==> config.mk <==
export PLATFORM = sky130hd
export DESIGN_NAME = ps2_host_tx_flat
export DESIGN_NICKNAME = d
export VERILOG_FILES = /design/src/rtl/ps2_host_tx_if.sv /design/src/rtl/ps2_host_tx.sv /design/src/flat_wrapper.sv
export SDC_FILE = /design/constraint.sdc
export NUM_CORES = 1
export LEC_CHECK = 0
export ABC_AREA = 1
export CAP_MARGIN = 20
export CORE_ASPECT_RATIO = 0.5
export CORE_MARGIN = 3
export CORE_UTILIZATION = 60
export DETAILED_ROUTE_END_ITERATION = 10
export PLACE_DENSITY = 0.8
export SYNTH_ARGS = -nofsm -noshare
export SYNTH_HDL_FRONTEND = slang
export SYNTH_SLANG_ARGS = --single-unit
==> constraint.sdc <==
create_clock -name clock -period 3.7 [get_ports clock]
set_clock_uncertainty 0.05 [all_clocks]
set_input_delay 0.37 -clock clock [delete_from_list [all_inputs] [get_ports clock]]
set_output_delay 0.37 -clock clock [all_outputs]
set_load 0.02 [all_outputs]
==> src/rtl/ps2_host_tx_if.sv <==
// Signal bundle between the PS/2 host transmitter and the logic around it.
// The slave modport is the transmitter's view; the master modport is the user's view.
interface ps2_host_tx_if;
    logic       ps2_clock;
    logic       ps2_data;
    logic       start;
    logic [7:0] tx_data;
    logic       ps2_clock_oe;
    logic       ps2_data_oe;
    logic       busy;
    logic       rx_inhibit;
    logic       done;
    logic       ack_err;
    logic       timeout_err;

    modport slave (
        input  ps2_clock, ps2_data, start, tx_data,
        output ps2_clock_oe, ps2_data_oe, busy, rx_inhibit, done, ack_err, timeout_err
    );

    modport master (
        output ps2_clock, ps2_data, start, tx_data,
        input  ps2_clock_oe, ps2_data_oe, busy, rx_inhibit, done, ack_err, timeout_err
    );
endinterface

==> src/rtl/ps2_host_tx.sv <==
// PS/2 host-to-device command transmitter: inhibits the bus, sends one byte with odd
// parity on device-generated clocks, checks the device ACK and flags edge timeouts.
module ps2_host_tx #(
    parameter int CLK_FREQ_HZ        = 100_000_000,
    parameter int INHIBIT_CYCLES     = 12_000,
    parameter int START_SETUP_CYCLES = 100,
    parameter int TIMEOUT_CYCLES     = 1_500_000,
    parameter int FILTER_LEN         = 8
) (
    input  logic          clock,
    input  logic          reset_n,
    ps2_host_tx_if.slave  bus
);
    localparam logic [2:0] S_IDLE      = 3'd0;
    localparam logic [2:0] S_INHIBIT   = 3'd1;
    localparam logic [2:0] S_START     = 3'd2;
    localparam logic [2:0] S_SEND      = 3'd3;
    localparam logic [2:0] S_ACK       = 3'd4;
    localparam logic [2:0] S_WAIT_IDLE = 3'd5;
    localparam logic [2:0] S_DONE      = 3'd6;

    localparam int CNT_MAX_A = (INHIBIT_CYCLES > START_SETUP_CYCLES) ? INHIBIT_CYCLES : START_SETUP_CYCLES;
    localparam int CNT_MAX   = (CNT_MAX_A > TIMEOUT_CYCLES) ? CNT_MAX_A : TIMEOUT_CYCLES;
    localparam int CNT_W     = $clog2(CNT_MAX + 1);
    localparam int FLT_W     = $clog2(FILTER_LEN + 1);

    if (CLK_FREQ_HZ <= 0) begin : g_bad_clk
        $error("ps2_host_tx: CLK_FREQ_HZ must be positive");
    end

    // Line conditioning: index 0 is the PS/2 clock, index 1 the PS/2 data line.
    logic [1:0] pin_raw;
    logic [1:0] pin_filt;
    assign pin_raw = {bus.ps2_data, bus.ps2_clock};

    genvar gi;
    for (gi = 0; gi < 2; gi++) begin : g_cond
        logic             sync1_q;
        logic             sync2_q;
        logic             filt_q;
        logic [FLT_W-1:0] fcnt_q;

        always_ff @(posedge clock or negedge reset_n) begin
            if (!reset_n) begin
                sync1_q <= 1'b1;
                sync2_q <= 1'b1;
                filt_q  <= 1'b1;
                fcnt_q  <= '0;
            end else begin
                sync1_q <= pin_raw[gi];
                sync2_q <= sync1_q;
                if (sync2_q == filt_q) begin
                    fcnt_q <= '0;
                end else if (fcnt_q == FLT_W'(FILTER_LEN - 1)) begin
                    filt_q <= sync2_q;
                    fcnt_q <= '0;
                end else begin
                    fcnt_q <= fcnt_q + 1'b1;
                end
            end
        end

        assign pin_filt[gi] = filt_q;
    end

    logic clk_filt;
    logic data_filt;
    logic clk_prev_q;
    logic fall;
    assign clk_filt  = pin_filt[0];
    assign data_filt = pin_filt[1];
    assign fall      = clk_prev_q & ~clk_filt;

    logic [2:0]       state_q, state_d;
    logic [CNT_W-1:0] cnt_q, cnt_d;
    logic [3:0]       bit_idx_q, bit_idx_d;
    logic [9:0]       frame_q, frame_d;
    logic             clock_oe_q, clock_oe_d;
    logic             data_oe_q, data_oe_d;
    logic             ack_err_q, ack_err_d;
    logic             timeout_err_q, timeout_err_d;
    logic             timed_out;

    assign timed_out = (cnt_q == CNT_W'(TIMEOUT_CYCLES - 1));

    always_comb begin
        state_d       = state_q;
        cnt_d         = cnt_q + 1'b1;
        bit_idx_d     = bit_idx_q;
        frame_d       = frame_q;
        clock_oe_d    = clock_oe_q;
        data_oe_d     = data_oe_q;
        ack_err_d     = ack_err_q;
        timeout_err_d = timeout_err_q;

        case (state_q)
            S_IDLE: begin
                cnt_d = '0;
                if (bus.start) begin
                    frame_d       = {1'b1, ~^bus.tx_data, bus.tx_data};
                    ack_err_d     = 1'b0;
                    timeout_err_d = 1'b0;
                    clock_oe_d    = 1'b1;
                    state_d       = S_INHIBIT;
                end
            end
            S_INHIBIT: begin
                if (cnt_q == CNT_W'(INHIBIT_CYCLES - 1)) begin
                    data_oe_d = 1'b1;
                    cnt_d     = '0;
                    state_d   = S_START;
                end
            end
            S_START: begin
                if (cnt_q == CNT_W'(START_SETUP_CYCLES - 1)) begin
                    clock_oe_d = 1'b0;
                    bit_idx_d  = '0;
                    cnt_d      = '0;
                    state_d    = S_SEND;
                end
            end
            S_SEND: begin
                // The stop bit is a 1 in the frame, so the tenth fall releases data.
                if (fall) begin
                    data_oe_d = ~frame_q[bit_idx_q];
                    bit_idx_d = bit_idx_q + 1'b1;
                    cnt_d     = '0;
                    if (bit_idx_q == 4'd9) begin
                        state_d = S_ACK;
                    end
                end else if (timed_out) begin
                    timeout_err_d = 1'b1;
                    clock_oe_d    = 1'b0;
                    data_oe_d     = 1'b0;
                    cnt_d         = '0;
                    state_d       = S_DONE;
                end
            end
            S_ACK: begin
                if (fall) begin
                    ack_err_d = data_filt;
                    cnt_d     = '0;
                    state_d   = S_WAIT_IDLE;
                end else if (timed_out) begin
                    timeout_err_d = 1'b1;
                    clock_oe_d    = 1'b0;
                    data_oe_d     = 1'b0;
                    cnt_d         = '0;
                    state_d       = S_DONE;
                end
            end
            S_WAIT_IDLE: begin
                if (clk_filt && data_filt) begin
                    cnt_d   = '0;
                    state_d = S_DONE;
                end else if (timed_out) begin
                    timeout_err_d = 1'b1;
                    clock_oe_d    = 1'b0;
                    data_oe_d     = 1'b0;
                    cnt_d         = '0;
                    state_d       = S_DONE;
                end
            end
            S_DONE: begin
                cnt_d   = '0;
                state_d = S_IDLE;
            end
            default: begin
                cnt_d      = '0;
                clock_oe_d = 1'b0;
                data_oe_d  = 1'b0;
                state_d    = S_IDLE;
            end
        endcase
    end

    always_ff @(posedge clock or negedge reset_n) begin
        if (!reset_n) begin
            state_q       <= S_IDLE;
            cnt_q         <= '0;
            bit_idx_q     <= '0;
            frame_q       <= '0;
            clock_oe_q    <= 1'b0;
            data_oe_q     <= 1'b0;
            ack_err_q     <= 1'b0;
            timeout_err_q <= 1'b0;
            clk_prev_q    <= 1'b1;
        end else begin
            state_q       <= state_d;
            cnt_q         <= cnt_d;
            bit_idx_q     <= bit_idx_d;
            frame_q       <= frame_d;
            clock_oe_q    <= clock_oe_d;
            data_oe_q     <= data_oe_d;
            ack_err_q     <= ack_err_d;
            timeout_err_q <= timeout_err_d;
            clk_prev_q    <= clk_filt;
        end
    end

    assign bus.ps2_clock_oe = clock_oe_q;
    assign bus.ps2_data_oe  = data_oe_q;
    assign bus.busy         = (state_q != S_IDLE) && (state_q != S_DONE);
    assign bus.rx_inhibit   = bus.busy;
    assign bus.done         = (state_q == S_DONE);
    assign bus.ack_err      = ack_err_q;
    assign bus.timeout_err  = timeout_err_q;
endmodule

==> src/flat_wrapper.sv <==
// flat-port wrapper written by rule: the top's interface ports become plain ports
module ps2_host_tx_flat 
#(
    parameter int CLK_FREQ_HZ        = 100_000_000,
    parameter int INHIBIT_CYCLES     = 12_000,
    parameter int START_SETUP_CYCLES = 100,
    parameter int TIMEOUT_CYCLES     = 1_500_000,
    parameter int FILTER_LEN         = 8
)
  (clock, reset_n, bus_ps2_clock, bus_ps2_data, bus_start, bus_tx_data, bus_ps2_clock_oe, bus_ps2_data_oe, bus_busy, bus_rx_inhibit, bus_done, bus_ack_err, bus_timeout_err);
  ps2_host_tx_if bus_i ();
  input  logic clock;
  input  logic reset_n;
  input wire logic [$bits(bus_i.ps2_clock)-1:0] bus_ps2_clock;
  input wire logic [$bits(bus_i.ps2_data)-1:0] bus_ps2_data;
  input wire logic [$bits(bus_i.start)-1:0] bus_start;
  input wire logic [$bits(bus_i.tx_data)-1:0] bus_tx_data;
  output wire logic [$bits(bus_i.ps2_clock_oe)-1:0] bus_ps2_clock_oe;
  output wire logic [$bits(bus_i.ps2_data_oe)-1:0] bus_ps2_data_oe;
  output wire logic [$bits(bus_i.busy)-1:0] bus_busy;
  output wire logic [$bits(bus_i.rx_inhibit)-1:0] bus_rx_inhibit;
  output wire logic [$bits(bus_i.done)-1:0] bus_done;
  output wire logic [$bits(bus_i.ack_err)-1:0] bus_ack_err;
  output wire logic [$bits(bus_i.timeout_err)-1:0] bus_timeout_err;
  assign bus_i.ps2_clock = bus_ps2_clock;
  assign bus_i.ps2_data = bus_ps2_data;
  assign bus_i.start = bus_start;
  assign bus_i.tx_data = bus_tx_data;
  assign bus_ps2_clock_oe = bus_i.ps2_clock_oe;
  assign bus_ps2_data_oe = bus_i.ps2_data_oe;
  assign bus_busy = bus_i.busy;
  assign bus_rx_inhibit = bus_i.rx_inhibit;
  assign bus_done = bus_i.done;
  assign bus_ack_err = bus_i.ack_err;
  assign bus_timeout_err = bus_i.timeout_err;
  ps2_host_tx #(.CLK_FREQ_HZ(CLK_FREQ_HZ), .INHIBIT_CYCLES(INHIBIT_CYCLES), .START_SETUP_CYCLES(START_SETUP_CYCLES), .TIMEOUT_CYCLES(TIMEOUT_CYCLES), .FILTER_LEN(FILTER_LEN)) u_core (.clock(clock), .reset_n(reset_n), .bus(bus_i));
endmodule
==> results of run 1 <==
[metal layers]
layer,wire length (um),share of wire [%]
met5,0,0
met4,80,1.2
met3,462,6.9
met2,3240,49
met1,2890,43
[synth_stat cells]
library cell,instances
nand2_1,117
nor2_1,64
inv_1,59
dfrtp_1,50
nand3_1,37
xor2_1,15
xnor2_1,11
o21ai_0,10
nor3_1,8
a21oi_1,7
dfstp_2,7
ha_1,5
nand4_1,5
nand3b_1,4
nor2_2,4
or2_2,3
a21boi_0,2
buf_2,2
inv_2,2
mux2_2,2
nand3_2,2
nor3_4,2
a21o_1,1
buf_4,1
buf_6,1
clkbuf_1,1
nand2_2,1
nand3_4,1
nor3_2,1
o211ai_1,1
o21ai_1,1
[cell type report]
cell class / count / share of cell area [%]
Clock inverter: 5 / 2.76
Inverter: 61 / 6.16
Multi-Input combinational cell: 304 / 41.1
Clock buffer: 11 / 3.80
Tap cell: 70 / 2.36
Timing Repair Buffer: 20 / 5.18
Sequential cell: 57 / 38.6
[cell families after synthesis]
logic type	after synthesis	synth area share (%)
XOR/XNOR	26	7.06
AO/OA/AOI/OAI	22	3.72
multiplexers	2	0.698
AND/OR/NAND/NOR	249	34.0
adder cells (fa/ha/maj)	5	1.94
buffers and inverters	66	8.11
flip-flops	57	44.5
[power breakdown]
group / leakage, uW / switching (uW) / internal [uW]
Combinational: 0.00101 / 84.0 / 69.8
Sequential: 0.000725 / 38.7 / 685
Clock: 0.000120 / 250 / 465
[state kept, by name, summed over array words and instances (netlist names), 2 cells and up]
name / flops
u_core.cnt_q: 21
u_core.frame_q: 10
u_core.g_cond.fcnt_q: 8
u_core.bit_idx_q: 4
u_core.state_q: 3
u_core.g_cond.sync1_q: 2
u_core.g_cond.sync2_q: 2
[metrics by stage]
stage	setup WS (ns)	hold slack [ns]	util (%)
6_report	1.40	0.125	73.7
5_1_grt	1.25	0.206	73.7
4_1_cts	1.39	0.156	73.7
3_5_place_dp	1.78	0.297	68.8
3_3_place_gp	1.83	0.296	68.8
2_1_floorplan	1.98	0.0244	-
[worst max-delay path by stage]
| stage | slack, ns | cells after the start | to | startpoint |
|---|---|---|---|---|
| after CTS | 1.39 | 5 | bus_rx_inhibit | u_core.state_q[0] |
| after global placement | 1.83 | 5 | bus_busy | u_core.state_q[0] |
| after global routing | 1.25 | 5 | bus_rx_inhibit | u_core.state_q[0] |
| after detailed placement | 1.78 | 5 | bus_rx_inhibit | u_core.state_q[0] |
| final | 1.40 | 5 | bus_rx_inhibit | u_core.state_q[0] |
| after floorplan | 1.98 | 6 | bus_rx_inhibit | u_core.state_q[0] |
==> metrics, run 1 <==
post-cts resize count 0; ant diodes 0; post-synth top area share ~39%; die height 57.8 um; max_cap viols 0; worst-path maximum fanout 8; Cell Pwr Density ~430 nW/um^2; vias 2,759; wire per inst about 13 um; area grow syn2layout 15.2%; Storage cell area around 1400 sq um; dpl cells around 500; clk sinks 57; Initial Util 63.9%; LEAKAGE about 0.0019 uW; M1 GR Usage 30.6%; nets about 470; clk root buf clkbuf_8; status completed; Non-Filler Instances 528; Max transition margin 35.8%; All-Layer GR Usage ~24%; R2R Setup Slk 1.77 ns; vias in the first global route ~2,800; 1st-iter DRT viols 200; Clk pin slew, worst setup/hold paths approximately 0.07 ns; Clock Path Buffers 2; share of layout cells above drive strength 1 9.17%; grt ovf 0; VDD IR max about 0.00042 V; drc violations 0; area of the multi-input gates 1530 sq um; DRT Pass-1 Iters 4; Inserted Clock Buffers 9; synth warn 0; H-tree lvl count 3; design area approximately 3700 sq um; Slew @ Worst Pin between 0.9 and 1 ns; crit-path most repeated cell nor2_1; first-pass GRT wire length ~12 mm; critical path data arrival time 1.88 ns; IO Count 20; Top delay family on crit path buffers and inverters; r2r endpoint u_core.bus.ack_err; # Post-CTS Setup Buffers 0; required time of the critical path ~3.3 ns; Mapped Area between 3000 and 4000 sq um; Die X between 100 and 150 um; Worst Setup Path Type register to primary output; global-route track usage on met3 8.57%; initial antenna violation count 0; CTS tree done; Detail Placement HPWL around 4.9 mm; commonest cells after routing, fill and taps aside nand2_1, nor2_1, inv_1; fillers around 400; area leader, netlist dfrtp_1; Worst Path Buf+Inv 2; Crit. End Element primary output; Clock Latency Late Sink between 0.3 and 0.4 ns; Final ANT Viol Nets 0; Mapped Avg Cell Area approximately 7.6 sq um; Slew Viols, Final 0; Fmax achieved ~440 MHz; Syn Nets 445; Routability Congestion between 0.9 and 1; Most Crowded Layer GR met2; Rows 18; Setup Viol. Count Final 0; Final Critical Period ~2.3 ns; instance count of the mapped netlist roughly 430; total power between 1500 and 2000 uW; crit-path cells inv_1, nand2_1, nor2_1, nor2_1, clkdlybuf4s50_1; register area share after synthesis between 40% and 50%; reg2reg start u_core.state_q[0]; Yosys reg bits between 50 and 60; Core Region 5040 sq um; leading post-synthesis cells by cell area dfrtp_1, nand2_1, nor2_1, inv_1, nand3_1; Buffers on Ports 19; dpl cell area between 3000 and 4000 sq um; Die ar. 6350 sq um; largest net degree at the start of global routing 44; final hold vios 0; Post-CTS Hold Fix Bufs 0; R2R depth 9; commonest non-fill, non-tap cell in the layout nand2_1; vias per inst approximately 5.2; Worst path slowest cell clkdlybuf4s50_1; unrepaired setup endpoints after global routing no; path type of the worst min-delay path primary input to async pin; period utilisation layout between 60 and 70%; Critical Path Max Stage Delay slightly above 0.6 ns; WL final between 6 and 7 mm; Worst setup SP type register; TNS Setup 0 ns; grt met2 use 39.1%; Netlist cell types 31
(Power assumes the default switching activity.)
==> inputs of run 2 (changes only) <==
CORE_UTILIZATION = 54   (was 60)
PLACE_DENSITY = 0.76   (was 0.8)
clock period = 2.1 ns   (was 3.7 ns; I/O delays follow)
==> run 2 against run 1 <==
Net effect:
- clock-buffer cell count grew 2
- global-route usage shrank 3.4 points
- sequential power grew 77%
- die area grew 10%
- critical endpoint is now u_core.cnt_q[2]
==> metrics, run 2 (same netlist as run 1, synthesis figures left out) <==
Worst Setup Path Type register to register; dpl cells 517; utilization after layout 67.5%; Critical Path End u_core.cnt_q[2]; Cell Pwr Density roughly 790 nW/um^2; met3 wire length 380 um; Final ANT Viol Nets 0; first-pass GRT wire length about 11 mm; vias approximately 2,700; Max transition margin about 52%; die height approximately 61 um; R2R Setup Slk 0.21 ns; unrepaired setup endpoints after global routing no; VDD IR max ~0.00041 V; Routability Congestion approximately 0.93; max_cap viols 0; share of layout cells above drive strength 1 roughly a tenth; CTS tree done; LEAKAGE between 0.0015 and 0.002 uW; fillers 482; commonest non-fill, non-tap cell in the layout nand2_1; period utilisation layout 90.2%; Clock Path Buffers 2; R2R depth 8; TNS Setup 0 ns; status completed; Buffers on Ports 19; DRT Pass-1 Iters 4; clk root buf clkbuf_16; drc violations 0; Most flops, register u_core.cnt_q; IO Count 20; Die X roughly 120 um; initial antenna violation count 0; worst-path maximum fanout 18; critical path data arrival time about 2 ns; Detail Placement HPWL ~4.6 mm; vias in the first global route around 2,500; area grow syn2layout 18.0%; Initial Util 57.3%; Slew @ Worst Pin ~0.72 ns; max layer used met4; grt ovf 0; Setup Viol. Count Final 0; largest net degree at the start of global routing 58; detailed route wirelength on metal2 between 2 and 3 mm; max reg flops 21; Inserted Clock Buffers 9; All-Layer GR Usage roughly a fifth; nets between 400 and 500; path type of the worst min-delay path primary input to register; largest registers u_core.cnt_q x21, u_core.frame_q x10, u_core.g_cond.fcnt_q x8; 1st-iter DRT viols 125; r2r endpoint u_core.cnt_q[2]; Slew Viols, Final 0; final hold vios 0; Worst setup SP type register; Core Region ~5600 sq um; Clock Latency Late Sink 0.33 ns; vias per inst between 5 and 6; ant diodes 0; Die ar. between 6000 and 7000 sq um; Non-Filler Instances ~530; Crit. End Element register; crit path from u_core.cnt_q[0]; reg2reg start u_core.cnt_q[0]; clk sinks 57; WL final about 6.6 mm; Rows 19; commonest cells after routing, fill and taps aside nand2_1, nor2_1, inv_1; Fmax achieved about 530 MHz; H-tree lvl count 3; Met1 Wirelength about 3.2 mm; required time of the critical path 2.27 ns; wire per inst ~12 um; Clk pin slew, worst setup/hold paths approximately 0.050 ns; Final Critical Period roughly 1.9 ns
run 2: changes by cell type in the layout (fill, tap and decap cells not counted), moves of 2 or more:
cell	previous run	this run
clkdlybuf4s50_1	18	15
clkbuf_16	0	9
dlygate4sd2_1	0	2
bufinv_16	3	1
buf_4	1	3
clkbuf_8	10	2
run 2: layout make-up:
type                    instances  area, sq um  share of cell area, %
clock buffers                  13          260                   6.84
clock inverters                 3         40.0                   1.05
inverters                      61          229                   6.02
multi-input cells             304         1530                   40.2
flip-flops and latches         57         1440                   37.7
well taps                      73         91.3                   2.40
repair buffers                 23          218                   5.72
run 2: worst min-delay path by stage:
stage | from | to | slack [ns] | depth (start not counted)
after floorplan | reset_n | u_core.bit_idx_q[0] | -0.14 | 0
after global placement | u_core.g_cond[0].sync1_q | u_core.g_cond[0].sync2_q | 0.30 | 0
after detailed placement | u_core.g_cond[1].sync1_q | u_core.g_cond[1].sync2_q | 0.30 | 0
after CTS | bus_ps2_clock | u_core.g_cond[0].sync1_q | 0.22 | 1
after global routing | bus_ps2_clock | u_core.g_cond[0].sync1_q | 0.22 | 1
final | bus_ps2_clock | u_core.g_cond[0].sync1_q | 0.24 | 1
run 2: layer usage:
metal	vias to the layer above	GRT usage [%]
met2	64	32.3
met4	0	8.53
met5	-	0
li1	1387	-
met1	1217	26.7
met3	6	8.07
run 2: timing repair:
| action | in CTS | in global routing |
|---|---|---|
| hold buffers | 1 | 0 |
| hold endpoints to repair | 50 | 0 |
| endpoints found under the setup margin | 2 | 1 |
| gates resized for setup | 3 | 1 |
| buffers inserted | 0 | 0 |
run 2: metrics by stage:
step	power, uW	setup slack (ns)	hold slack [ns]	area [sq um]
floorplan	1470	0.507	-0.136	3230
global placement	1550	0.293	0.296	3490
detailed placement	1560	0.239	0.299	3490
CTS	3030	0.0511	0.219	3800
global route	3130	0.0805	0.225	3800
finish	3000	0.206	0.235	3800
run 2: where the power goes:
part / leakage [uW] / internal (uW) / total, uW / switching, uW
combinational: 0.00104 / 123 / 267 / 144
sequential: 0.000725 / 1210 / 1280 / 70.2
clock: 0.000150 / 976 / 1450 / 478
run 2: critical path: stages (launching register included):
cell and delay, ns:
dfrtp_1 0.36, ha_1 0.24, nand3_1 0.19, nor3_1 0.18, nand3_1 0.11, nand2_1 0.17
nand3_4 0.22, inv_1 0.18, nor2_1 0.07
==> inputs of run 3 (changes only) <==
PLACE_DENSITY = 0.83   (was 0.76)
SLEW_MARGIN = 10   (was not set)
==> run 3 against run 2 <==
Net effect:
- clock power down 9.7%
- critical path depth shrank 4
- clock-buffer cell count grew 3
- final cell count fell by 0.19%
- non-clock buffer count decreased by 1
- first-iteration DRC count rose by 53%
- power is 4.7% lower
- critical path type is now register to primary output
- routed wire length is 2.9% lower
- via count rose by 2.5%
==> metrics, run 3 (same netlist as run 1, synthesis figures left out) <==
worst-path maximum fanout 8; dpl cells slightly above 500; die height 60.7 um; Buffers on Ports 19; unrepaired setup endpoints after global routing no; share of layout cells above drive strength 1 around 8.5%; max layer used met4; max reg flops 21; Slew @ Worst Pin between 0.5 and 0.6 ns; Max transition margin 65.0%; Clock Latency Late Sink approximately 0.33 ns; Met1 Wirelength 2.94 mm; Crit. End Element primary output; Die ar. 6990 sq um; CTS tree done; critical path data arrival time between 1.5 and 2 ns; DP Worst Slack between 0.2 and 0.25 ns; IO Count 20; Final Critical Period around 2 ns; period utilisation layout a little over nine tenths; clk sinks 57; detailed route wirelength on metal2 between 2 and 3 mm; max_cap viols 0; LEAKAGE between 0.0015 and 0.002 uW; final worst setup slack between 0.07 and 0.08 ns; nets about 470; utilization after layout 67.0%; required time of the critical path approximately 1.8 ns; largest net degree at the start of global routing 35; Fmax achieved approximately 500 MHz; Detail Placement HPWL 4.61 mm; Clock Path Buffers 2; largest registers u_core.cnt_q x21, u_core.frame_q x10, u_core.g_cond.fcnt_q x8; Clk pin slew, worst setup/hold paths ~0.05 ns; Final ANT Viol Nets 0; commonest cells after routing, fill and taps aside nand2_1, nor2_1, inv_1; Worst setup SP type register; TNS Setup 0 ns; vias in the first global route ~2,500; # Post-CTS Setup Buffers 0; ant diodes 0; WL final ~6.4 mm; final hold vios 0; commonest non-fill, non-tap cell in the layout nand2_1; vias approximately 2,700; Die X 115 um; Slew Viols, Final 0; Inserted Clock Buffers 9; 1st-iter DRT viols 191; All-Layer GR Usage between 20% and 30%; Most flops, register u_core.cnt_q; status completed; Cell Pwr Density between 700 and 800 nW/um^2; Non-Filler Instances around 530; area grow syn2layout 17.1%; Initial Util roughly 57%; Core Region 5630 sq um; clk root buf clkbuf_16; wire per inst 12.0 um; Rows 19; H-tree lvl count 3; initial antenna violation count 0; Worst Setup Path Type register to primary output; Setup Viol. Count Final 0; path type of the worst min-delay path primary input to register; vias per inst about 5; met3 wire length ~420 um; VDD IR max 0.000463 V; first-pass GRT wire length roughly 11 mm; drc violations 0; Routability Congestion 0.882; DRT Pass-1 Iters 5; grt ovf 0
-- run 3: cell count changes in the layout (fill, tap and decap cells not counted), sizes merged --
cell / change
bufinv: -1
clkdlybuf4s50: +1
clkbuf: +3
buf: -1
clkinv: -2
dlymetal6s2s: -1
-- run 3: layer usage --
| layer | vias to the layer above | track usage, % |
|---|---|---|
| li1 | 1383 | - |
| met1 | 1256 | 26.7 |
| met2 | 93 | 31.9 |
| met3 | 9 | 5.28 |
| met4 | 0 | 9.36 |
| met5 | - | 0 |
-- run 3: final timing paths --
| kind | startpoint | end | slack (ns) | cells after the start |
|---|---|---|---|---|
| setup / recovery | u_core.state_q[0] | bus_done | 0.08 | 4 |
| hold / removal | bus_ps2_data | u_core.g_cond[1].sync1_q | 0.24 | 1 |
| setup reg to reg | u_core.cnt_q[0] | u_core.cnt_q[12] | 0.19 | 8 |
| hold reg to reg | u_core.g_cond[0].sync1_q | u_core.g_cond[0].sync2_q | 0.30 | 0 |
| max in group asynchronous | reset_n | u_core.cnt_q[14] | 1.09 | 3 |
| min in group asynchronous | reset_n | u_core.g_cond[1].fcnt_q[2] | 0.35 | 2 |
-- run 3: final cells by class --
cell class                 instances  area (sq um)
sequential                        57          1440
clock buffer                      16           272
timing repair buffer              22           220
multi-input combinational        304          1530
inverter                          61           229
fill                             463          1860
tap                               73          91.3
-- run 3: report_power, final --
part | internal (uW) | switching [uW]
registers | 1210 | 66.0
clock network | 861 | 451
logic | 127 | 146
-- run 3: timing repair --
action / 4_1_cts / 5_1_grt
hold buffers: 1 / 0
endpoints found under the hold margin: 16 / 0
setup endpoints to repair: 2 / 0
gates resized for setup: 2 / 0
-- run 3: worst max-delay path, stage by stage, from the launching register on --
cell and delay, ns:
dfrtp_1 0.46, inv_1 0.19, nand3_1 0.09, inv_1 0.10, clkdlybuf4s50_1 0.61
-- run 3: stage by stage --
step | area (sq um) | power [uW] | hold slack [ns]
floorplan | 3230 | 1470 | -0.136
global placement | 3500 | 1560 | 0.164
detailed placement | 3500 | 1570 | 0.165
CTS | 3780 | 2900 | 0.231
global route | 3780 | 2990 | 0.235
finish | 3780 | 2860 | 0.240
